File: src/rtl/id_cycle.sv
// Instruction-decode stage: IF/ID register, decoder, 32x32 register file with
// write-through bypass, load-use hazard detection and the ID/EX register.
module id_cycle #(
  parameter logic [31:0] NOP_WORD = 32'h0000_0000
) (
  input  logic        clk,
  input  logic        reset,
  input  logic [9:0]  inputPC,
  input  logic [31:0] IR,
  input  logic        flush,
  input  logic        ex_mem_read,
  input  logic [4:0]  ex_rd,
  input  logic        wb_en,
  input  logic [4:0]  wb_addr,
  input  logic [31:0] wb_data,
  output logic        stall,
  output logic        id_valid,
  output logic [9:0]  id_pc,
  output logic [31:0] rs_data,
  output logic [31:0] rt_data,
  output logic [31:0] imm_ext,
  output logic [4:0]  dest_reg,
  output logic [4:0]  rs_addr,
  output logic [4:0]  rt_addr,
  output logic        reg_write,
  output logic        mem_read,
  output logic        mem_write,
  output logic        alu_src,
  output logic        is_branch,
  output logic        is_jump,
  output logic [1:0]  alu_op,
  output logic [9:0]  branch_target,
  output logic        illegal
);

  typedef enum logic [5:0] {
    OP_RTYPE = 6'b000000,
    OP_J     = 6'b000010,
    OP_BEQ   = 6'b000100,
    OP_ADDI  = 6'b001000,
    OP_LW    = 6'b100011,
    OP_SW    = 6'b101011
  } opcode_e;

  typedef struct packed {
    logic        valid;
    logic [9:0]  pc;
    logic [31:0] rs_data;
    logic [31:0] rt_data;
    logic [31:0] imm;
    logic [4:0]  dest;
    logic [4:0]  rs_addr;
    logic [4:0]  rt_addr;
    logic        reg_write;
    logic        mem_read;
    logic        mem_write;
    logic        alu_src;
    logic        is_branch;
    logic        is_jump;
    logic [1:0]  alu_op;
    logic [9:0]  target;
    logic        illegal;
  } idex_t;

  logic [31:0] ifid_ir_q, ifid_ir_d;
  logic [9:0]  ifid_pc_q, ifid_pc_d;
  logic        ifid_valid_q, ifid_valid_d;
  logic [31:0] rf_q [32];
  idex_t       idex_q, idex_d;

  opcode_e     opcode;
  logic [4:0]  rs_a, rt_a, rd_a;
  logic [31:0] imm_w, rs_val, rt_val;
  logic        uses_rt;

  assign opcode = opcode_e'(ifid_ir_q[31:26]);
  assign rs_a   = ifid_ir_q[25:21];
  assign rt_a   = ifid_ir_q[20:16];
  assign rd_a   = ifid_ir_q[15:11];
  assign imm_w  = {{16{ifid_ir_q[15]}}, ifid_ir_q[15:0]};

  // r0 is cleared on reset and never written, so it needs no special read case
  assign rs_val = (wb_en && wb_addr == rs_a && rs_a != '0) ? wb_data : rf_q[rs_a];
  assign rt_val = (wb_en && wb_addr == rt_a && rt_a != '0) ? wb_data : rf_q[rt_a];

  assign uses_rt = (opcode == OP_RTYPE) || (opcode == OP_SW) || (opcode == OP_BEQ);
  assign stall   = ex_mem_read & ifid_valid_q & (ex_rd != '0) &
                   ((ex_rd == rs_a) | ((ex_rd == rt_a) & uses_rt));

  always_comb begin
    ifid_ir_d    = ifid_ir_q;
    ifid_pc_d    = ifid_pc_q;
    ifid_valid_d = ifid_valid_q;
    if (reset || flush) begin
      ifid_ir_d    = NOP_WORD;
      ifid_pc_d    = '0;
      ifid_valid_d = 1'b0;
    end else if (!stall) begin
      ifid_ir_d    = IR;
      ifid_pc_d    = inputPC;
      ifid_valid_d = 1'b1;
    end
  end

  always_comb begin
    idex_d         = '0;
    idex_d.valid   = ifid_valid_q;
    idex_d.pc      = ifid_pc_q;
    idex_d.rs_data = rs_val;
    idex_d.rt_data = rt_val;
    idex_d.imm     = imm_w;
    idex_d.rs_addr = rs_a;
    idex_d.rt_addr = rt_a;
    // (imm << 2) truncated to 10 bits only keeps imm[7:0]
    idex_d.target  = ifid_pc_q + 10'd4 + {imm_w[7:0], 2'b00};
    case (opcode)
      OP_RTYPE: begin
        idex_d.reg_write = 1'b1;
        idex_d.alu_op    = 2'b10;
        idex_d.dest      = rd_a;
      end
      OP_ADDI: begin
        idex_d.reg_write = 1'b1;
        idex_d.alu_src   = 1'b1;
        idex_d.dest      = rt_a;
      end
      OP_LW: begin
        idex_d.reg_write = 1'b1;
        idex_d.mem_read  = 1'b1;
        idex_d.alu_src   = 1'b1;
        idex_d.dest      = rt_a;
      end
      OP_SW: begin
        idex_d.mem_write = 1'b1;
        idex_d.alu_src   = 1'b1;
      end
      OP_BEQ: begin
        idex_d.is_branch = 1'b1;
        idex_d.alu_op    = 2'b01;
      end
      OP_J: begin
        idex_d.is_jump = 1'b1;
        idex_d.target  = {ifid_ir_q[7:0], 2'b00};
      end
      default: idex_d.illegal = 1'b1;
    endcase
  end

  always_ff @(posedge clk) begin
    ifid_ir_q    <= ifid_ir_d;
    ifid_pc_q    <= ifid_pc_d;
    ifid_valid_q <= ifid_valid_d;
    if (reset || flush || stall) idex_q <= '0;
    else                         idex_q <= idex_d;
  end

  always_ff @(posedge clk) begin
    if (reset) begin
      for (int unsigned i = 0; i < 32; i++) rf_q[i] <= '0;
    end else if (wb_en && wb_addr != '0) begin
      rf_q[wb_addr] <= wb_data;
    end
  end

  assign id_valid      = idex_q.valid;
  assign id_pc         = idex_q.pc;
  assign rs_data       = idex_q.rs_data;
  assign rt_data       = idex_q.rt_data;
  assign imm_ext       = idex_q.imm;
  assign dest_reg      = idex_q.dest;
  assign rs_addr       = idex_q.rs_addr;
  assign rt_addr       = idex_q.rt_addr;
  assign reg_write     = idex_q.reg_write;
  assign mem_read      = idex_q.mem_read;
  assign mem_write     = idex_q.mem_write;
  assign alu_src       = idex_q.alu_src;
  assign is_branch     = idex_q.is_branch;
  assign is_jump       = idex_q.is_jump;
  assign alu_op        = idex_q.alu_op;
  assign branch_target = idex_q.target;
  assign illegal       = idex_q.illegal;

endmodule

File: config.mk
export PLATFORM = sky130hd
export DESIGN_NAME = id_cycle
export DESIGN_NICKNAME = d
export VERILOG_FILES = /design/src/rtl/id_cycle.sv
export SDC_FILE = /design/constraint.sdc
export NUM_CORES = 2
export LEC_CHECK = 0
export CAP_MARGIN = 5
export CORE_UTILIZATION = 56
export DETAILED_ROUTE_END_ITERATION = 8
export HOLD_SLACK_MARGIN = 0.06
export PLACE_DENSITY = 0.79
export RECOVER_POWER = 25
export SLEW_MARGIN = 10
export SYNTH_ARGS = -nofsm -noshare
export SYNTH_HDL_FRONTEND = slang
export SYNTH_SLANG_ARGS = --single-unit
File: constraint.sdc
create_clock -name clk -period 2.5 [get_ports clk]
set_input_delay 0.25 -clock clk [delete_from_list [all_inputs] [get_ports clk]]
set_output_delay 0.25 -clock clk [all_outputs]
set_load 0.1 [all_outputs]
## Yosys cells after proc, flatten, opt, wreduce, memory -nomap -nowiden

Memories as Yosys holds them, arrays and structs flattened. A register that Yosys moved wholly into a read port is not among the register bits.
Cells that the tools add are included.

| word-level totals | value |
|---|---|
| bits of input ports | 89 |
| output and inout port bits | 142 |
| memory bits (writable) | 1024 |
| register bits after elaboration | 104 |
| memories kept | 1 |

| operators by class | value |
|---|---|
| reduce and logical (&&, ||, !) cells | 14 |
| multiplexer cells | 18 |
| eq/ne operators | 7 |
| add/subtract/negate cells | 2 |
| bitwise logic cells | 5 |

Memory list:

| memory | words | width | rd ports | clocked after Yosys merged registers in | wr ports | line | source |
|---|---|---|---|---|---|---|---|
| rf_q | 32 | 32 | 2 | 2 | 32 | 68 | `logic [31:0] rf_q [32];` |

Operators with widths:

| operator | count |
|---|---|
| two-way mux 32 bit | 1 |
| OR reduction 32 bit | 1 |
| two-way mux 1 bit | 13 |
| equality test 6 bit, second input constant | 2 |
| adder 10 bit | 1 |
| adder 10 x 3 -> 10 bit, second input constant | 1 |
| equality test 5 bit | 2 |
| two-way mux 10 bit | 1 |
| one-hot mux 5 bit (2 select lines) | 1 |
| nonzero test 5 bit | 2 |
| equality test 6 x 2 -> 1 bit, second input constant | 1 |
| equality test 6 x 3 -> 1 bit, second input constant | 1 |
| equality test 6 x 4 -> 1 bit, second input constant | 1 |
| zero test 6 bit | 1 |
| OR reduction 3 bit | 2 |
| OR reduction 6 bit | 1 |
| two-way mux 5 bit | 1 |
| bitwise AND 1 bit | 4 |
| logical OR 1 bit | 4 |
| one-hot mux 2 bit (2 select lines) | 1 |
| OR reduction 2 bit | 2 |
| logical AND 1 bit | 1 |
| OR 1 bit | 1 |

## Logic depth before layout (Yosys ltp)

| depth | value |
|---|---|
| depth after elaboration | 8 |
| gate-level depth with buffers | 11 |
| depth with buffers taken out | 11 |

## Least setup slack after synthesis

No wires, ideal clock.

| path | value |
|---|---|
| path kind | register to register |
| start | reg ifid_ir_q[1] |
| end | reg idex_q, in the netlist branch_target[9] |
| slack | 192 ps |
| clock period less this slack | 2308 ps |
| path buffers | 0 |
| arrival | 2238 ps |
| stages on the path, launching flop included | 10 |
| path through | dfxtp_1 > ha_1 > ha_1 > fa_1 > a211oi_1 > o21bai_1 > a21oi_1 > xnor2_1 > or3_1 > a21oi_1 |

| between the ends | value |
|---|---|
| word-level cells in the longest chain between the ends | 2 |

Ends and longest elaborated chain:

| what | line | source |
|---|---|---|
| start: declaration | 65 | `logic [31:0] ifid_ir_q, ifid_ir_d;` |
| start signal: assignment | 150 | `ifid_ir_q <= ifid_ir_d;` |
| adder 10 bit | 115 | `idex_d.target = ifid_pc_q + 10'd4 + {imm_w[7:0], 2'b00};` |
| two-way mux 10 bit | 116 | `case (opcode)` |
| end signal: assignment | 154 | `else idex_q <= idex_d;` |
| end: declaration | 69 | `idex_t idex_q, idex_d;` |

Every way passes these cells.
A chain may end at the register's enable or synchronous reset.

==> impl_metrics.csv <==
group,metric,value,unit
setup_path,arrival,2.97,ns
setup_path,start_kind,"primary input",
sta,max_freq,383,MHz
finish,fin_area,0.0745,mm²
floorplan,ios,231,
detailed_routing,num_vias,47200,
setup_path,rr_endpoint,"rt_data[23]$_SDFF_PP0_",
setup_path,path_delay_family,"buffers and inverters",
detailed_routing,detail_route.wl_per_cell,34.1,µm
run_status,violations,"DRC, capacitance limit, slew limit, setup timing",
global_routing,grt-ovfl-total,0,
sta,clock_skew,0.0368,ns
global_routing,grt_pass1_vias,45800,
sta,min_period,2.61,ns
hold_path,hold_depth,2,
synthesis,ys_seq_area_frac,0.550,
placed_design,gp_congestion,0.984,
pwr,combPwrFrac,0.139,
setup_path,slowest_stage,"clkbuf_2",
placed_design,portBuffers,230,
finish,multi_input_comb_area,0.0264,mm²
pwr,p_leak,0.0263,µW
synthesis,synth_edf_count,1024,
synthesis,avgSynthCellArea,13.1,µm²
detailed_routing,first_iter_violations,8169,
hold_path,hp-start,"reset",
global_routing,antenna_found_initial,13,
setup_path,crit_type,"in2reg",
hold_path,hold_path_end,"rf_q[0][20]$_SDFFCE_PN0P_",
clocking,cts.sinks,1192,
hold_path,hp-class,"in2reg",
pwr,switchingPower,13200,µW
floorplan,core-area,0.109,mm²
setup_path,crit_required,2.86,ns
floorplan,fp-row-count,121,
sta,holdWs,0.0981,ns
synthesis,synth_warnings,0,
detailed_routing,routed_via_density,6.97,
finish,drive_gt1_frac,0.260,
sta,slew-limit-headroom,-0.186,
sta,setup_viol,75,
finish,regArea,0.0342,mm²
setup_path,path_cells,"clkbuf_1 -> buf_4 -> clkbuf_2 -> or2_2 -> buf_4",
clocking,cts_htree_levels,3,
setup_path,reg2reg_slack,-0.10,ns
run_status,status,"finished with violations",
setup_path,cp-end-kind,"register",
setup_path,r2r-start,"ifid_ir_q[16]$_SDFFE_PP0N_",
floorplan,die_area,0.112,mm²
placed_design,dpl.hpwl,150,mm
detailed_routing,wl,231,mm
pwr,internal_power,36400,µW
synthesis,yosysUniqueCellTypes,67,
pwr,p_per_area,667,mW/mm²
synthesis,ys_ff_latch,1192,
job,maxCapViolations,1,
synthesis,syn_area,0.0621,mm²
pwr,p_sw_frac,0.266,
pwr,clock_power_share,0.391,
clocking,clk_latency,0.75,ns
clocking,cts_inserted_buffers,121,
synthesis,ys_async_sr_fraction,0,
sta,setup_slack,-0.113,ns
sta,finalCritPeriodShare,1.05,
floorplan,start_util,0.568,
synthesis,synthCells,4725,
placed_design,numPlacedInstances,6496,
finish,regMostFlops,"rf_q",
finish,fin_nets,5287,
setup_path,crit_path_max_fanout,45,
clocking,clkSlewWorstSetupHoldPaths,0.06,ns
global_routing,grt_use_total,0.407,
global_routing,grt_max_degree,46,
global_routing,grt_pass1_wl,323,mm
placed_design,placed_cell_area,0.0695,mm²
detailed_routing,drt_first_pass_iters,9,
clocking,cts_tree,"done",
finish,largest_reg_flops,1024,
floorplan,floorplan.die.width,335,µm
setup_path,critPathBufInv,4,
setup_path,crit_cells,5,
clocking,cts.path.max_buffers,3,
finish,fillers,7271,
clocking,clock-root-buffer,"clkbuf_16",
detailed_routing,drcViolationCount,1,
finish,fin_cells,6778,
floorplan,die_h,335,µm
sta,tightest_slew,1.78,ns
detailed_routing,final_antenna_net_count,0,
pwr,vdd_ir_drop_max,641,µV
sta,rsz0062_at_grt,"true",
finish,area_growth,20.0,%
setup_path,crit_top_cell,"buf_4",
pwr,p_seq_frac,0.470,
setup_path,worstRegToRegCells,9,
sta,final_max_slew_viol_count,46,
pwr,p_total,49700,µW
synthesis,ys.flop_type,"edfxtp_1",
setup_path,max_stage_delay,1.32,ns
sta,finalHoldViolations,0,
-- per-stage QoR --
step	util	setup TNS (ns)	worst slack, ns
CTS	0.680	-0.276	-0.110
global route	0.681	-0.592	-0.118
detailed placement	0.636	-56.77	-0.329
finish	0.681	-2.85	-0.113
floorplan	-	0	0.192
global placement	0.636	-44.74	-0.290
-- cell type report --
type / count / area share
flip-flops and latches: 1192 / 0.459
repair buffers: 787 / 0.105
clock buffers: 150 / 0.0449
inverters: 9 / 0.000487
well taps: 1476 / 0.0248
clock inverters: 80 / 0.0122
multi-input cells: 3073 / 0.354
diodes: 11 / 0.000370
-- power by group through the flow --
stage | logic (µW) | clock network (µW) | registers (µW)
floorplan | 3140 | 0 | 24100
global placement | 6370 | 0 | 23600
detailed placement | 6430 | 0 | 23700
CTS | 6600 | 19300 | 23300
global route | 7040 | 20100 | 23400
finish | 6920 | 19400 | 23300
-- cell usage in the layout, fill, tap and decap left out, drive strengths merged, types with 27 or more instances in the layout --
cell type / synthesis / layout
and2: 1027 / 1027
edfxtp: 1024 / 1024
buf: 189 / 607
mux2i: 503 / 503
mux4: 292 / 292
clkbuf: 293 / 240
nor2: 180 / 180
dfxtp: 168 / 168
nand2: 157 / 157
nor3: 116 / 116
a21oi: 105 / 105
nand3: 102 / 102
a221oi: 96 / 96
clkdlybuf4s50: 0 / 86
o21ai: 63 / 63
nand4: 62 / 62
a221o: 54 / 54
o31ai: 45 / 45
clkinv: 0 / 41
or2: 37 / 37
conb: 1 / 32
o22ai: 29 / 29
a211oi: 27 / 27
-- cells in the mapped netlist (44+ instances only) --
master,instances,area [µm²]
nor3_1,99,495
buf_4,65,488
mux4_2,292,6580
dfxtp_1,168,3360
nand4_1,62,388
and2_1,1027,6420
o31ai_1,44,330
a21oi_1,105,526
a221o_1,54,541
mux2i_1,503,5030
buf_2,70,350
edfxtp_1,1024,30700
o21ai_0,58,290
a221oi_1,89,780
nor2_1,178,668
nand2_1,157,589
nand3_1,102,510
clkbuf_1,293,1100
-- per-layer routing --
metal / share of wire / vias up / global-route usage / routed length [µm]
met5: 0.00084 / - / 0.000434 / 194
met4: 0.090 / 14 / 0.301 / 20700
met3: 0.15 / 1122 / 0.120 / 35300
met2: 0.43 / 4502 / 0.604 / 99600
met1: 0.33 / 23000 / 0.509 / 75600
li1: - / 18600 / - / -
-- cells by family after synthesis --
kind of cell | synth area share
compound gates | 0.0536
simple gates | 0.159
xor+xnor | 0.00353
mux | 0.190
fa+ha+maj | 0.00294
other cells | 0.0000604
flops | 0.550
buf+inv | 0.0415
-- worst max path at each step --
stage / startpoint / endpoint
4_1_cts: ifid_ir_q[26]$_SDFFE_PP0N_ / stall
2_1_floorplan: ifid_ir_q[1]$_SDFFE_PP0N_ / branch_target[9]$_SDFF_PP0_
6_report: reset / rf_q[25][20]$_SDFFCE_PN0P_
5_1_grt: ifid_ir_q[24]$_SDFFE_PP0N_ / stall
3_5_place_dp: wb_addr[4] / rt_data[3]$_SDFF_PP0_
3_3_place_gp: ifid_ir_q[17]$_SDFFE_PP0N_ / rt_data[12]$_SDFF_PP0_
-- repair_timing --
| action | 4_1_cts | 5_1_grt |
|---|---|---|
| endpoints found under the setup margin | 35 | 52 |
| cloned | 3 | 2 |
| hold buffers | 0 | 0 |
| gates resized for setup | 67 | 107 |
| buffers inserted | 21 | 17 |
| pin swaps | 9 | 30 |
Note: power is estimated with default switching activity, not from simulation.
